==> config.mk <==
export PLATFORM = sky130hd
export DESIGN_NAME = mem_port_arbiter
export DESIGN_NICKNAME = d
export VERILOG_FILES = /design/src/rtl/fewcore_pkg.sv /design/src/rtl/mem_port_arbiter.sv
export SDC_FILE = /design/constraint.sdc
export NUM_CORES = 1
export LEC_CHECK = 0
export CORE_ASPECT_RATIO = 0.6
export CORE_UTILIZATION = 33
export CTS_CLUSTER_SIZE = 24
export DETAILED_ROUTE_END_ITERATION = 8
export GPL_ROUTABILITY_DRIVEN = 0
export MAX_ROUTING_LAYER = met4
export PLACE_DENSITY = 0.81
export REMOVE_ABC_BUFFERS = 1
export SLEW_MARGIN = 20
export SYNTH_ARGS = -nofsm -noshare
export SYNTH_HDL_FRONTEND = slang
export SYNTH_SLANG_ARGS = --single-unit
==> constraint.sdc <==
create_clock -name clk -period 2.2 [get_ports clk]
set_input_delay 0.44 -clock clk [delete_from_list [all_inputs] [get_ports clk]]
set_output_delay 0.44 -clock clk [all_outputs]
set_load 0.01 [all_outputs]
==> src/rtl/fewcore_pkg.sv <==
// Shared definitions for the fewcore memory-port arbiter.
package fewcore_pkg;

    typedef enum logic {
        ARB_IDLE = 1'b0,
        ARB_BUSY = 1'b1
    } arb_state_t;

    localparam logic       ARB_SRC_IF = 1'b0;
    localparam logic       ARB_SRC_D  = 1'b1;
    localparam logic [3:0] MEM_BE_ALL = 4'hF;

endpackage

==> src/rtl/mem_port_arbiter.sv <==
// Shares the single-port memory between instruction fetch and load/store.
// Data requests win unless fetch has been passed over STARVE_MAX times in a
// row. One access is outstanding at a time; the response is returned
// MEM_LAT+1 cycles after the grant as a one-cycle rvalid pulse.
module mem_port_arbiter
    import fewcore_pkg::*;
#(
    parameter int unsigned XLEN       = 32,
    parameter int unsigned MEM_LAT    = 2,
    parameter int unsigned STARVE_MAX = 4
) (
    input  logic            clk,
    input  logic            reset,
    input  logic            if_req,
    input  logic [XLEN-1:0] if_addr,
    input  logic            if_flush,
    output logic            if_gnt,
    output logic            if_rvalid,
    output logic [XLEN-1:0] if_rdata,
    input  logic            d_req,
    input  logic            d_we,
    input  logic [3:0]      d_be,
    input  logic [XLEN-1:0] d_addr,
    input  logic [XLEN-1:0] d_wdata,
    output logic            d_gnt,
    output logic            d_rvalid,
    output logic [XLEN-1:0] d_rdata,
    output logic            mem_en,
    output logic            mem_we,
    output logic [3:0]      mem_be,
    output logic [XLEN-1:0] mem_addr,
    output logic [XLEN-1:0] mem_wdata,
    input  logic [XLEN-1:0] mem_rdata
);

    // The latency counter only has to reach MEM_LAT-1; the starvation counter
    // has to hold STARVE_MAX itself.
    localparam int unsigned CNT_W = (MEM_LAT > 1) ? $clog2(MEM_LAT) : 1;
    localparam int unsigned SW    = $clog2(STARVE_MAX + 1);
    localparam logic [CNT_W-1:0] CNT_LAST     = CNT_W'(MEM_LAT - 1);
    localparam logic [SW-1:0]    STARVE_LIMIT = SW'(STARVE_MAX);

    arb_state_t      state_q, state_d;
    logic            src_q, src_d;
    logic            we_q, we_d;
    logic [CNT_W-1:0] cnt_q, cnt_d;
    logic [SW-1:0]   starve_q, starve_d;
    logic            drop_q, drop_d;
    logic            if_rvalid_q, if_rvalid_d;
    logic            d_rvalid_q, d_rvalid_d;
    logic [XLEN-1:0] if_rdata_q, if_rdata_d;
    logic [XLEN-1:0] d_rdata_q, d_rdata_d;
    logic            grant_if, grant_d;

    // Grant selection, memory port drive, latency counting and response capture.
    always_comb begin
        state_d     = state_q;
        src_d       = src_q;
        we_d        = we_q;
        cnt_d       = cnt_q;
        starve_d    = starve_q;
        drop_d      = drop_q;
        if_rvalid_d = 1'b0;
        d_rvalid_d  = 1'b0;
        if_rdata_d  = if_rdata_q;
        d_rdata_d   = d_rdata_q;
        grant_if    = 1'b0;
        grant_d     = 1'b0;
        if_gnt      = 1'b0;
        d_gnt       = 1'b0;
        mem_en      = 1'b0;
        mem_we      = 1'b0;
        mem_be      = 4'h0;
        mem_addr    = '0;
        mem_wdata   = '0;

        if (!reset && state_q == ARB_IDLE) begin
            if (d_req && !(starve_q == STARVE_LIMIT && if_req)) begin
                grant_d = 1'b1;
            end else if (if_req) begin
                grant_if = 1'b1;
            end
        end

        if (grant_d) begin
            d_gnt     = 1'b1;
            mem_en    = 1'b1;
            mem_we    = d_we;
            mem_be    = d_be;
            mem_addr  = d_addr;
            mem_wdata = d_wdata;
            state_d   = ARB_BUSY;
            src_d     = ARB_SRC_D;
            we_d      = d_we;
            cnt_d     = '0;
            drop_d    = 1'b0;
        end else if (grant_if) begin
            if_gnt    = 1'b1;
            mem_en    = 1'b1;
            mem_be    = MEM_BE_ALL;
            mem_addr  = if_addr;
            state_d   = ARB_BUSY;
            src_d     = ARB_SRC_IF;
            we_d      = 1'b0;
            cnt_d     = '0;
            drop_d    = if_flush;
        end

        if (state_q == ARB_BUSY) begin
            cnt_d = cnt_q + 1'b1;
            if (src_q == ARB_SRC_IF && if_flush) begin
                drop_d = 1'b1;
            end
            if (cnt_q == CNT_LAST) begin
                state_d = ARB_IDLE;
                cnt_d   = '0;
                drop_d  = 1'b0;
                if (src_q == ARB_SRC_D) begin
                    d_rvalid_d = 1'b1;
                    d_rdata_d  = we_q ? '0 : mem_rdata;
                end else if (!(drop_q || if_flush)) begin
                    if_rvalid_d = 1'b1;
                    if_rdata_d  = mem_rdata;
                end
            end
        end

        if (!if_req || grant_if) begin
            starve_d = '0;
        end else if (grant_d && starve_q != STARVE_LIMIT) begin
            starve_d = starve_q + 1'b1;
        end
    end

    // State and response registers; reset abandons any access in flight.
    always_ff @(posedge clk) begin
        if (reset) begin
            state_q     <= ARB_IDLE;
            src_q       <= ARB_SRC_IF;
            we_q        <= 1'b0;
            cnt_q       <= '0;
            starve_q    <= '0;
            drop_q      <= 1'b0;
            if_rvalid_q <= 1'b0;
            d_rvalid_q  <= 1'b0;
            if_rdata_q  <= '0;
            d_rdata_q   <= '0;
        end else begin
            state_q     <= state_d;
            src_q       <= src_d;
            we_q        <= we_d;
            cnt_q       <= cnt_d;
            starve_q    <= starve_d;
            drop_q      <= drop_d;
            if_rvalid_q <= if_rvalid_d;
            d_rvalid_q  <= d_rvalid_d;
            if_rdata_q  <= if_rdata_d;
            d_rdata_q   <= d_rdata_d;
        end
    end

    assign if_rvalid = if_rvalid_q;
    assign if_rdata  = if_rdata_q;
    assign d_rvalid  = d_rvalid_q;
    assign d_rdata   = d_rdata_q;

endmodule

* After elaboration in Yosys (flattened, before gate mapping)
Cells that the tools add are included.
** Storage, ports and cells
- Output and inout bits :: 138
- Input port bits :: 138
- Register bits after elaboration :: 74
** Operators by class
- Equal/unequal tests :: 2
- Reduce and logical (&&, ||, !) cells :: 17
- Bitwise logic cells :: 4
- $add $sub $neg :: 2
- Muxes and demuxes :: 33
** Operators by type and width (number)
- 32-bit 2-to-1 mux :: 4
- 1-bit 2-to-1 mux :: 27
- 4-bit 2-to-1 mux :: 2
- 1-bit logical AND :: 5
- 1-bit NOT :: 4
- 4-bit AND reduction :: 1
- 4-bit OR reduction :: 1
- 3-bit by 1-bit adder with 3-bit output (second input constant) :: 1
- 3-bit equality test (second input constant) :: 1
- 1-bit zero test :: 3
- 3-bit != test (second input constant) :: 1
- 3-bit AND reduction :: 1
- 3-bit nonzero test :: 1
- 3-bit OR reduction :: 1
- 1-bit logical OR :: 2
- 2-bit nonzero test :: 1
- 2-bit OR reduction :: 1
- 1-bit adder (second input constant) :: 1

* Depth between registers and ports, before layout
Gate-level depths: netlist of run 1.
- Depth after elaboration :: 11
- Mapped depth :: 7
- Gate-level depth less buffers :: 5

* Worst setup path before layout of run 1
No wires, ideal clock.
- Path kind :: reg-to-output
- Start point :: register starve_q[0]
- End point :: output port mem_addr[26]
- Data required time :: 1.760 ns
- Path buffers :: 2
- Data arrival time :: 1.516 ns
- Path slack :: 0.244 ns
- Cell stages (with the launch flop) :: 8
- Cell sequence :: dfxtp_1 -> inv_1 -> ha_1 -> a21boi_1 -> and3b_1 -> buf_2 -> buf_2 -> a22o_1
** On the way
- Longest elaborated chain between the ends :: 8
- Elaborated cells between the ends (all ways) :: 10
- Classes of those cells :: 1 x eq/ne; 6 x mux; 3 x reduce/logical
** RTL lines
- start: declaration :: line mem_port_arbiter.sv:47 : logic [SW-1:0] starve_q, starve_d;
- start signal: assignment :: line mem_port_arbiter.sv:153 : starve_q <= starve_d;
- 3-bit equality test * :: line mem_port_arbiter.sv:78 : if (d_req && !(starve_q == STARVE_LIMIT && if_req)) begin
- 1-bit logical AND * :: line mem_port_arbiter.sv:78
- 1-bit zero test * :: line mem_port_arbiter.sv:78
- 1-bit logical AND * :: line mem_port_arbiter.sv:78
- 1-bit 2-to-1 mux :: line mem_port_arbiter.sv:78
- 1-bit 2-to-1 mux :: line mem_port_arbiter.sv:77 : if (!reset && state_q == ARB_IDLE) begin
- 32-bit 2-to-1 mux :: line mem_port_arbiter.sv:97 : end else if (grant_if) begin
- 32-bit 2-to-1 mux * :: line mem_port_arbiter.sv:85 : if (grant_d) begin
- end: declaration :: line mem_port_arbiter.sv:31 : output logic [XLEN-1:0] mem_addr,
Every way passes the cells marked *; elsewhere a longest branch is shown, timed or not.

* Final worst setup path of run 1
- Start point :: register starve_q[0]
- End point :: output port mem_addr[17]
The elaborated chain is that of the path after synthesis.

==> impl_metrics.py, run 1 <==
metrics = {
    "floorplan": {
        "fp.coreArea_sq_um": 9950,
        "initial_utilization_pct": 34.2,
        "die_height_um": 80.6,
        "design.die.area_sq_um": 10700,
        "io_pins": 276,
        "rows": 28,
        "die_width_um": 133,
    },
    "clock_tree": {
        "cts.sink_count": 74,
        "clockBufferDepth": 2,
        "clk_pin_slew_ns": 0.06,
        "worst_skew_pair.late_latency_ns": 0.33,
        "cts-buffers-inserted": 9,
        "h-tree-depth": 3,
        "tritoncts": "yes",
        "root_buffer": "clkbuf_16",
    },
    "sta": {
        "postLayoutSetupSlackWorst_ns": -0.0575,
        "layout_worst_path_cycle_share_pct": 103,
        "rsz0062_at_grt": "yes",
        "slew_violations": 0,
        "finalHoldViolCount": 0,
        "finalHoldWorstSlack_ns": 0.457,
        "timing_worst_slew_pin_value_ns": 0.733,
        "fmax_ghz": 0.443,
        "finalClockSkew_ns": 0.00521,
        "setup_viol": 35,
        "timing.slew.headroom_pct": 51.0,
        "layout_min_cycle_time_ns": 2.26,
    },
    "routing": {
        "iteration_0_drc_count_of_the_detailed_router": 167,
        "ant_nets_after_route": 0,
        "detailedRoute.firstPassIterationCount": 5,
        "maxUsedRoutingLayer": "met4",
        "drc_errors": 0,
        "routed-wl-met2_um": 6990,
        "via_per_inst": 5.17,
        "postRouteWirelength_um": 14000,
        "met3_wirelength_um": 919,
        "wl_met1_um": 5910,
        "vias": 4123,
        "routed_wire_length_per_instance_um": 17.5,
    },
    "yosys": {
        "synth_largest_type_area_fraction_pct": 43.6,
        "synth.most_common_cell": "dfxtp_1",
        "async_reset_ff_share_pct": 0,
        "synth_warnings": 0,
        "ys_top_cells_by_area": "dfxtp_1 (44%), a22o_1 (15%), nand3b_1 (8.2%), and3_1 (6.3%), a21oi_1 (5.9%)",
        "synth.yosys.seq_area_share_pct": 43.6,
        "syn_avg_cell_area_sq_um": 9.24,
        "yosys.area.top_type": "dfxtp_1",
        "ys_dominant_reg_cell": "dfxtp_1",
        "synth.ff_latch_count": 74,
        "synth-edff-count": 0,
        "synth.cell_area_sq_um": 3400,
        "netlist-cell-type-count": 40,
        "post_synth_inst_count": 368,
        "synth_common_cells": "dfxtp_1 (74), a22o_1 (60), a21oi_1 (40)",
    },
    "setup_path": {
        "regToRegStartpoint": "state_q",
        "critPathRequiredTime_ns": 1.76,
        "rr_endpoint": "d_rdata[27]",
        "setup.worst_path.end_class": "output port",
        "crit_path_max_fanout": 9,
        "arrival_time_at_the_worst_endpoint_ns": 1.82,
        "timing.reg2reg.worst_path_depth": 4,
        "reg2reg_setup_slack_ns": 0.52,
        "critical_path.startpoint_type": "flop",
        "critical_path_class": "flop to output port",
    },
    "pwr": {
        "p_leak_nw": 2.86,
        "power.ir.vdd_worst_mv": 0.408,
        "power.density_cell_area_nw_per_um2": 513,
        "post-layout-total-power_mw": 3.47,
    },
    "min_path": {
        "hold_path_depth": 2,
        "timing.hold.worst.class": "flop to flop",
        "hold_start": "d_rdata[3]",
        "hold_path_end": "d_rdata[3]",
    },
    "flow_run": {
        "drv.max_cap_violation_count": 0,
    },
    "run_status": {
        "failing_checks": "setup timing",
        "status": "finished with violations",
    },
    "cells_and_area": {
        "drive_above_1_share_pct": 19.8,
        "area_growth_syn_to_layout_pct": 98.8,
        "finalNetCount": 798,
        "n_antenna_cell": 0,
    },
    "global_route": {
        "number_of_antenna_violations_at_the_first_check_in_global_routing": 0,
        "groute.usage.overall_pct": 25.6,
        "wire_length_of_the_first_global_routing_pass_um": 20800,
        "grt_pass1_vias": 4080,
        "grt_start_max_net_pins": 68,
        "grt_overflow_total": 0,
    },
    "place": {
        "detailedPlacementHpwl_um": 9630,
        "place.port_buffers": 275,
    },
}
critical path: stages (launching register included):
cell	delay, ns
dfxtp_2	0.33
inv_2	0.05
ha_4	0.17
a21boi_2	0.16
and3b_4	0.28
buf_8	0.16
a22o_1	0.19
buf_2	0.13
state kept, by name, indices dropped and copies added, names as in the netlist:
| signal | cells |
|---|---|
| if_rvalid | 1 |
| if_rdata | 32 |
| state_q | 1 |
| cnt_q | 1 |
| d_rvalid | 1 |
| d_rdata | 32 |
| drop_q | 1 |
| we_q | 1 |
| starve_q | 3 |
| src_q | 1 |
final cells by class:
cell class / count / area (sq um)
Fill cell: 823 / 3190
Timing Repair Buffer: 319 / 3030
Multi-Input combinational cell: 250 / 1770
Sequential cell: 74 / 1480
Clock buffer: 10 / 239
Tap cell: 135 / 169
Clock inverter: 6 / 51.3
Inverter: 4 / 15.0
worst max-delay path by stage:
stage                           start           end  slack [ns]  cells past startpoint
after floorplan               state_q   if_rdata[0]       -1.12                      3
after global placement          d_req  mem_addr[27]       -0.66                      6
after detailed placement        d_req  mem_addr[27]       -0.72                      6
after CTS                 starve_q[0]  mem_addr[10]       -0.13                      8
after global routing      starve_q[0]  mem_addr[17]       -0.14                      7
final                     starve_q[0]  mem_addr[17]       -0.06                      7
cell usage in the layout (no fill, tap or decap), types with 8 or more instances in the layout:
cell	netlist	final
buf_4	1	24
clkbuf_16	0	11
nand3b_1	37	37
buf_6	2	12
dfxtp_1	74	72
nand2_1	8	8
clkbuf_2	1	14
a21oi_1	40	40
dlygate4sd2_1	0	20
a22o_1	60	60
clkdlybuf4s50_1	0	199
and3_1	34	34
buf_2	15	36
o21ai_0	33	33
kinds of logic (layout without fill, tap and decap cells):
group                      count (synthesis)  count (layout)  synth area share [%]
AOI/OAI and AO/OA                        148             148                  29.6
buffers and inverters                     44             339                  6.00
DFF                                       74              74                  43.6
adders and majority gates                  2               2                 0.736
and+or+nand+nor                          100             100                  20.1
stage by stage:
step | area, sq um | instances | setup TNS, ns | setup slack, ns | util, %
after global routing | 6760 | 798 | -4.89 | -0.139 | 67.9
after global placement | 6360 | 761 | -36.79 | -0.663 | 63.9
after floorplan | 3210 | 328 | -46.30 | -1.12 | -
final | 6760 | 798 | -1.25 | -0.0575 | 67.9
after detailed placement | 6360 | 761 | -40.99 | -0.721 | 64.0
after CTS | 6770 | 795 | -2.21 | -0.133 | 68.0
layer usage:
metal / vias up / track usage [%]
met5: - / -
met2: 166 / 45.1
met3: 14 / 6.38
li1: 1969 / -
met4: 0 / 6.55
met1: 1974 / 29.2
power by group:
part	total (mW)	switching, mW	leakage [nW]	internal, mW
clock network	1.39	0.580	0.139	0.806
registers	1.38	0.0182	0.599	1.36
logic	0.699	0.264	2.12	0.435
timing repair:
item,CTS,global route
hold buffers,0,0
setup endpoints to repair,72,71
setup buffers,11,3
resized for setup,214,35
cloned,7,2
pin swaps,2,8
endpoints found under the hold margin,0,0
Note: power is estimated with default switching activity, not from simulation.
==> inputs of run 2 (changes only) <==
--- a/config.mk
+++ b/config.mk
@@ -10,6 +10,7 @@
 export CTS_CLUSTER_SIZE = 24
 export DETAILED_ROUTE_END_ITERATION = 8
 export GPL_ROUTABILITY_DRIVEN = 0
+export GPL_TIMING_DRIVEN = 0
 export MAX_ROUTING_LAYER = met4
 export PLACE_DENSITY = 0.81
 export REMOVE_ABC_BUFFERS = 1
==> run 2 against run 1 <==
Compared with the run above: design area grew 3.1%; the run still ends with setup timing left; sequential cell count unchanged; largest cell class unchanged; clock-buffer cell count stayed put; non-clock buffer count increased by 8; combinational power up 2%; first-iteration DRC count is 4.8% lower.
==> impl_metrics.py, run 2 (synthesized netlist as in run 1, its figures left out) <==
metrics = {
    "setup_path": {
        "critical_path.startpoint_type": "flop",
        "worst_path_most_repeated_cell": "buf_6",
        "crit_chain": "inv_2 > ha_4 > a21boi_4 > and3b_4 > buf_6 > a22o_1 > buf_6",
        "max_stage_delay_ns": 0.34,
        "critical_path_class": "flop to output port",
        "timing.reg2reg.worst_path_depth": 5,
        "setup.worst_path.end_class": "output port",
        "worst-path-stages": 7,
        "cpLargestDelayFamily": "compound AO/OA/AOI/OAI gates",
        "critPathRequiredTime_ns": 1.76,
        "arrival_time_at_the_worst_endpoint_ns": 1.84,
        "crit_path_max_fanout": 11,
        "critPathSlowestCell": "dfxtp_2",
        "worst-path-buf-inv": 3,
    },
    "global_route": {
        "grt_start_max_net_pins": 49,
        "grt_pass1_vias": 4067,
        "wire_length_of_the_first_global_routing_pass_um": 21500,
        "number_of_antenna_violations_at_the_first_check_in_global_routing": 0,
        "groute.usage.overall_pct": 26.4,
        "grt_overflow_total": 0,
    },
    "pwr": {
        "power.internal_mw": 2.93,
        "sw_frac_of_total_pct": 22.6,
        "p_leak_nw": 3.03,
        "power.density_cell_area_nw_per_um2": 544,
        "share_clk_of_total_power_pct": 44.5,
        "comb_power_share_pct": 18.9,
        "power_frac_seq_pct": 36.6,
        "power.ir.vdd_worst_mv": 0.492,
        "switching_power_mw": 0.855,
        "post-layout-total-power_mw": 3.79,
    },
    "cells_and_area": {
        "most-common-layout-cells": "clkdlybuf4s50_1 (199), dfxtp_1 (70), a22o_1 (60)",
        "fillerInstances": 769,
        "layout.cell_area.non_filler_sq_um": 6970,
        "final_common_cell": "clkdlybuf4s50_1",
        "n_antenna_cell": 0,
        "fin_util_pct": 70.0,
        "finalNetCount": 809,
        "post_route_non_filler_standard_cell_count": 808,
        "area_growth_syn_to_layout_pct": 105,
        "drive_above_1_share_pct": 19.8,
    },
    "floorplan": {
        "die_width_um": 133,
        "design.die.area_sq_um": 10700,
        "initial_utilization_pct": 34.2,
        "io_pins": 276,
        "fp.coreArea_sq_um": 9950,
        "rows": 28,
        "die_height_um": 80.6,
    },
    "routing": {
        "routed_wire_length_per_instance_um": 18.2,
        "drc_errors": 0,
        "postRouteWirelength_um": 14700,
        "via_per_inst": 5.22,
        "ant_nets_after_route": 0,
        "detailedRoute.firstPassIterationCount": 4,
        "iteration_0_drc_count_of_the_detailed_router": 159,
        "vias": 4214,
    },
    "place": {
        "place.port_buffers": 275,
        "detailedPlacementHpwl_um": 9480,
        "place_inst": 744,
        "placed_cell_area_sq_um": 6260,
    },
    "clock_tree": {
        "clockBufferDepth": 2,
        "root_buffer": "clkbuf_16",
        "h-tree-depth": 3,
        "cts.sink_count": 74,
        "tritoncts": "yes",
        "clk_pin_slew_ns": 0.06,
        "worst_skew_pair.late_latency_ns": 0.33,
        "cts-buffers-inserted": 9,
    },
    "sta": {
        "fmax_ghz": 0.439,
        "rsz0062_at_grt": "yes",
        "finalClockSkew_ns": 0.00450,
        "slew_violations": 0,
        "timing_worst_slew_pin_value_ns": 0.781,
        "layout_worst_path_cycle_share_pct": 104,
        "setup_viol": 41,
        "finalHoldViolCount": 0,
        "total_negative_setup_slack_ns": -1.61,
        "postLayoutSetupSlackWorst_ns": -0.0773,
        "layout_min_cycle_time_ns": 2.28,
        "timing.slew.headroom_pct": 47.8,
    },
    "run_status": {
        "failing_checks": "setup timing",
        "status": "finished with violations",
    },
    "min_path": {
        "timing.hold.worst.class": "input port to flop",
        "hold_path_depth": 3,
    },
    "flow_run": {
        "drv.max_cap_violation_count": 0,
    },
}
==> run 2: cell types whose count changed in the layout (fill, tap and decap cells not counted), sizes merged, moves of 3 or more <==
cell and delta:
clkinv -3, dlymetal6s2s +6, dlygate4sd2 +5, clkbuf -16, bufinv +3, buf +12
==> run 2: power by group through the flow <==
stage	combinational, mW	clock [mW]	sequential, mW
finish	0.716	1.69	1.39
CTS	0.706	1.71	1.39
global route	0.756	1.77	1.39
floorplan	0.169	0	1.42
detailed placement	0.663	0	1.42
global placement	0.631	0	1.41
==> run 2: worst register-to-register path, stage by stage, from the launching register on <==
cell and delay (ns):
dfxtp_4 0.37, buf_4 0.16, buf_4 0.16, and3_1 0.27, nor2_4 0.62, a22o_1 0.25
==> run 2: layer usage <==
metal / GRT usage, % / up-vias / part of all wire [%]
met2: 45.1 / 172 / 50
met3: 5.68 / 23 / 5.7
met1: 31.5 / 2025 / 43
met4: 7.82 / 0 / 1.4
li1: - / 1994 / -
met5: - / - / 0
==> run 2: worst paths after layout <==
check                      end  slack [ns]   startpoint
setup / recovery  mem_addr[31]       -0.08  starve_q[0]
hold / removal    if_rdata[19]        0.36        reset
setup reg to reg   d_rdata[25]        0.31      state_q
hold reg to reg     d_rdata[3]        0.46   d_rdata[3]
==> run 2: area by class of cell <==
| cell class | count | area (sq um) | area share, % |
|---|---|---|---|
| inverters | 4 | 15.0 | 0.216 |
| flip-flops and latches | 74 | 1490 | 21.4 |
| clock inverters | 5 | 103 | 1.47 |
| clock buffers | 10 | 239 | 3.43 |
| well taps | 135 | 169 | 2.42 |
| repair buffers | 327 | 3090 | 44.4 |
| multi-input cells | 253 | 1860 | 26.7 |
==> run 2: timing repair <==
item,4_1_cts,5_1_grt
setup buffers,26,20
gates cloned,5,0
gates resized for setup,217,24
hold buffers,0,0
pin swaps,16,4
setup endpoints to repair,73,44
==> run 2: metrics by stage <==
| stage | worst slack, ns | hold WS (ns) |
|---|---|---|
| 3_5_place_dp | -1.11 | 0.452 |
| 6_report | -0.0773 | 0.364 |
| 5_1_grt | -0.144 | 0.356 |
| 2_1_floorplan | -1.12 | 0.456 |
| 3_3_place_gp | -2.91 | 0.441 |
| 4_1_cts | -0.155 | 0.350 |
==> inputs of run 3 (changes only) <==
--- a/config.mk
+++ b/config.mk
@@ -11,7 +11,6 @@
 export DETAILED_ROUTE_END_ITERATION = 8
 export GPL_ROUTABILITY_DRIVEN = 0
 export GPL_TIMING_DRIVEN = 0
-export MAX_ROUTING_LAYER = met4
 export PLACE_DENSITY = 0.81
 export REMOVE_ABC_BUFFERS = 1
 export SLEW_MARGIN = 20
==> run 3 against run 2 <==
Compared with the run above: the run still ends with setup timing left; total power is essentially flat; critical endpoint unchanged; core utilization unchanged; register-to-register slack about the same; largest power group unchanged; maximum frequency increased by 0.50%; final cell count is the same; hold slack is essentially flat; sequential power about the same; via count shrank 0.64%.
==> impl_metrics.py, run 3 (synthesized netlist as in run 1, its figures left out) <==
metrics = {
    "run_status": {
        "status": "finished with violations",
        "failing_checks": "setup timing",
    },
    "clock_tree": {
        "root_buffer": "clkbuf_16",
        "worst_skew_pair.late_latency_ns": 0.33,
        "cts-buffers-inserted": 9,
        "clockBufferDepth": 2,
        "cts_hold_buf": 0,
        "clk_pin_slew_ns": 0.06,
        "tritoncts": "yes",
        "h-tree-depth": 3,
        "cts.sink_count": 74,
    },
    "setup_path": {
        "reg2reg_setup_slack_ns": 0.30,
        "critPathRequiredTime_ns": 1.76,
        "regToRegStartpoint": "state_q",
        "timing.reg2reg.worst_path_depth": 5,
        "setup.worst_path.end_class": "output port",
        "crit_path_max_fanout": 11,
        "arrival_time_at_the_worst_endpoint_ns": 1.83,
        "critical_path_class": "flop to output port",
        "rr_endpoint": "d_rdata[25]",
        "critical_path.startpoint_type": "flop",
    },
    "routing": {
        "routed_wire_length_per_instance_um": 18.0,
        "via_per_inst": 5.18,
        "vias": 4187,
        "detailedRoute.firstPassIterationCount": 4,
        "postRouteWirelength_um": 14600,
        "ant_nets_after_route": 0,
        "drc_errors": 0,
        "iteration_0_drc_count_of_the_detailed_router": 161,
    },
    "cells_and_area": {
        "finalNetCount": 809,
        "area_growth_syn_to_layout_pct": 105,
        "final_common_cell": "clkdlybuf4s50_1",
        "drive_above_1_share_pct": 19.8,
        "fin_util_pct": 70.0,
        "post_route_non_filler_standard_cell_count": 808,
        "n_antenna_cell": 0,
        "most-common-layout-cells": "clkdlybuf4s50_1 (199), dfxtp_1 (70), a22o_1 (60)",
    },
    "place": {
        "place.port_buffers": 275,
        "worst_case_setup_slack_after_placement_ns": -1.11,
        "place_inst": 744,
        "detailedPlacementHpwl_um": 9480,
    },
    "sta": {
        "total_negative_setup_slack_ns": -1.10,
        "timing_worst_slew_pin_value_ns": 0.777,
        "timing.slew.headroom_pct": 48.1,
        "layout_min_cycle_time_ns": 2.27,
        "rsz0062_at_grt": "yes",
        "fmax_ghz": 0.441,
        "setup_viol": 34,
        "finalHoldViolCount": 0,
        "layout_worst_path_cycle_share_pct": 103,
        "slew_violations": 0,
        "postLayoutSetupSlackWorst_ns": -0.0658,
        "finalClockSkew_ns": 0.00509,
    },
    "pwr": {
        "power.density_cell_area_nw_per_um2": 544,
        "power.ir.vdd_worst_mv": 0.491,
        "p_leak_nw": 3.03,
        "post-layout-total-power_mw": 3.79,
    },
    "min_path": {
        "hold_path_depth": 3,
        "hold_start": "reset",
        "hold_path_end": "if_rdata[19]",
        "timing.hold.worst.class": "input port to flop",
    },
    "floorplan": {
        "design.die.area_sq_um": 10700,
        "die_height_um": 80.6,
        "initial_utilization_pct": 34.2,
        "die_width_um": 133,
        "io_pins": 276,
        "fp.coreArea_sq_um": 9950,
        "rows": 28,
    },
    "global_route": {
        "grt_start_max_net_pins": 49,
        "number_of_antenna_violations_at_the_first_check_in_global_routing": 0,
        "wire_length_of_the_first_global_routing_pass_um": 21400,
        "groute.usage.overall_pct": 25.7,
        "grt_pass1_vias": 4065,
        "grt_overflow_total": 0,
    },
    "flow_run": {
        "drv.max_cap_violation_count": 0,
    },
}
[run 3: cell counts in the layout (fill, tap and decap cells not counted)]
No cell type changed its count.
[run 3: worst max-delay path, stage by stage, from the launching register on]
cell and delay [ns]:
dfxtp_2 0.34, inv_2 0.05, ha_4 0.19, a21boi_4 0.17, and3b_4 0.26, buf_6 0.15, a22o_1 0.21, buf_6 0.13
[run 3: report_power, final]
part	switching [mW]	total, mW	leakage (nW)	internal, mW
logic	0.275	0.716	2.26	0.441
registers	0.0232	1.39	0.600	1.36
clock network	0.556	1.69	0.165	1.13
total	0.854	3.79	3.03	2.93
[run 3: routing by layer]
layer  wire, um  global-route usage [%]  share of wire (%)
met1       6230                    31.3                 43
met2       7290                    45.1                 50
met3        868                    6.06                6.0
met4        163                    7.82                1.1
met5          0                       0                  0
[run 3: how the worst max path moves through the flow]
stage,slack [ns],cells after the start,start,to
floorplan,-1.12,3,state_q,if_rdata[0]
global placement,-2.91,5,reset,mem_addr[27]
detailed placement,-1.11,6,d_req,mem_addr[27]
CTS,-0.15,7,reset,mem_wdata[12]
global route,-0.14,7,starve_q[0],mem_addr[23]
finish,-0.07,7,starve_q[0],mem_addr[31]
[run 3: what timing repair did]
item	CTS	global route
setup endpoints to repair	73	44
pin swaps	16	4
buffers inserted	26	20
gates resized for setup	217	24
cloned	5	0
[run 3: area by class of cell]
class | count | area (sq um)
Multi-Input combinational cell | 253 | 1860
Clock buffer | 10 | 239
Timing Repair Buffer | 327 | 3090
Clock inverter | 5 | 103
Fill cell | 768 | 2980
Inverter | 4 | 15.0
Tap cell | 135 | 169
Sequential cell | 74 | 1490
[run 3: metrics by stage]
step | instance area (sq um) | hold slack, ns
floorplan | 3210 | 0.456
global placement | 6130 | 0.441
detailed placement | 6260 | 0.452
CTS | 6830 | 0.350
global route | 6970 | 0.356
finish | 6970 | 0.365
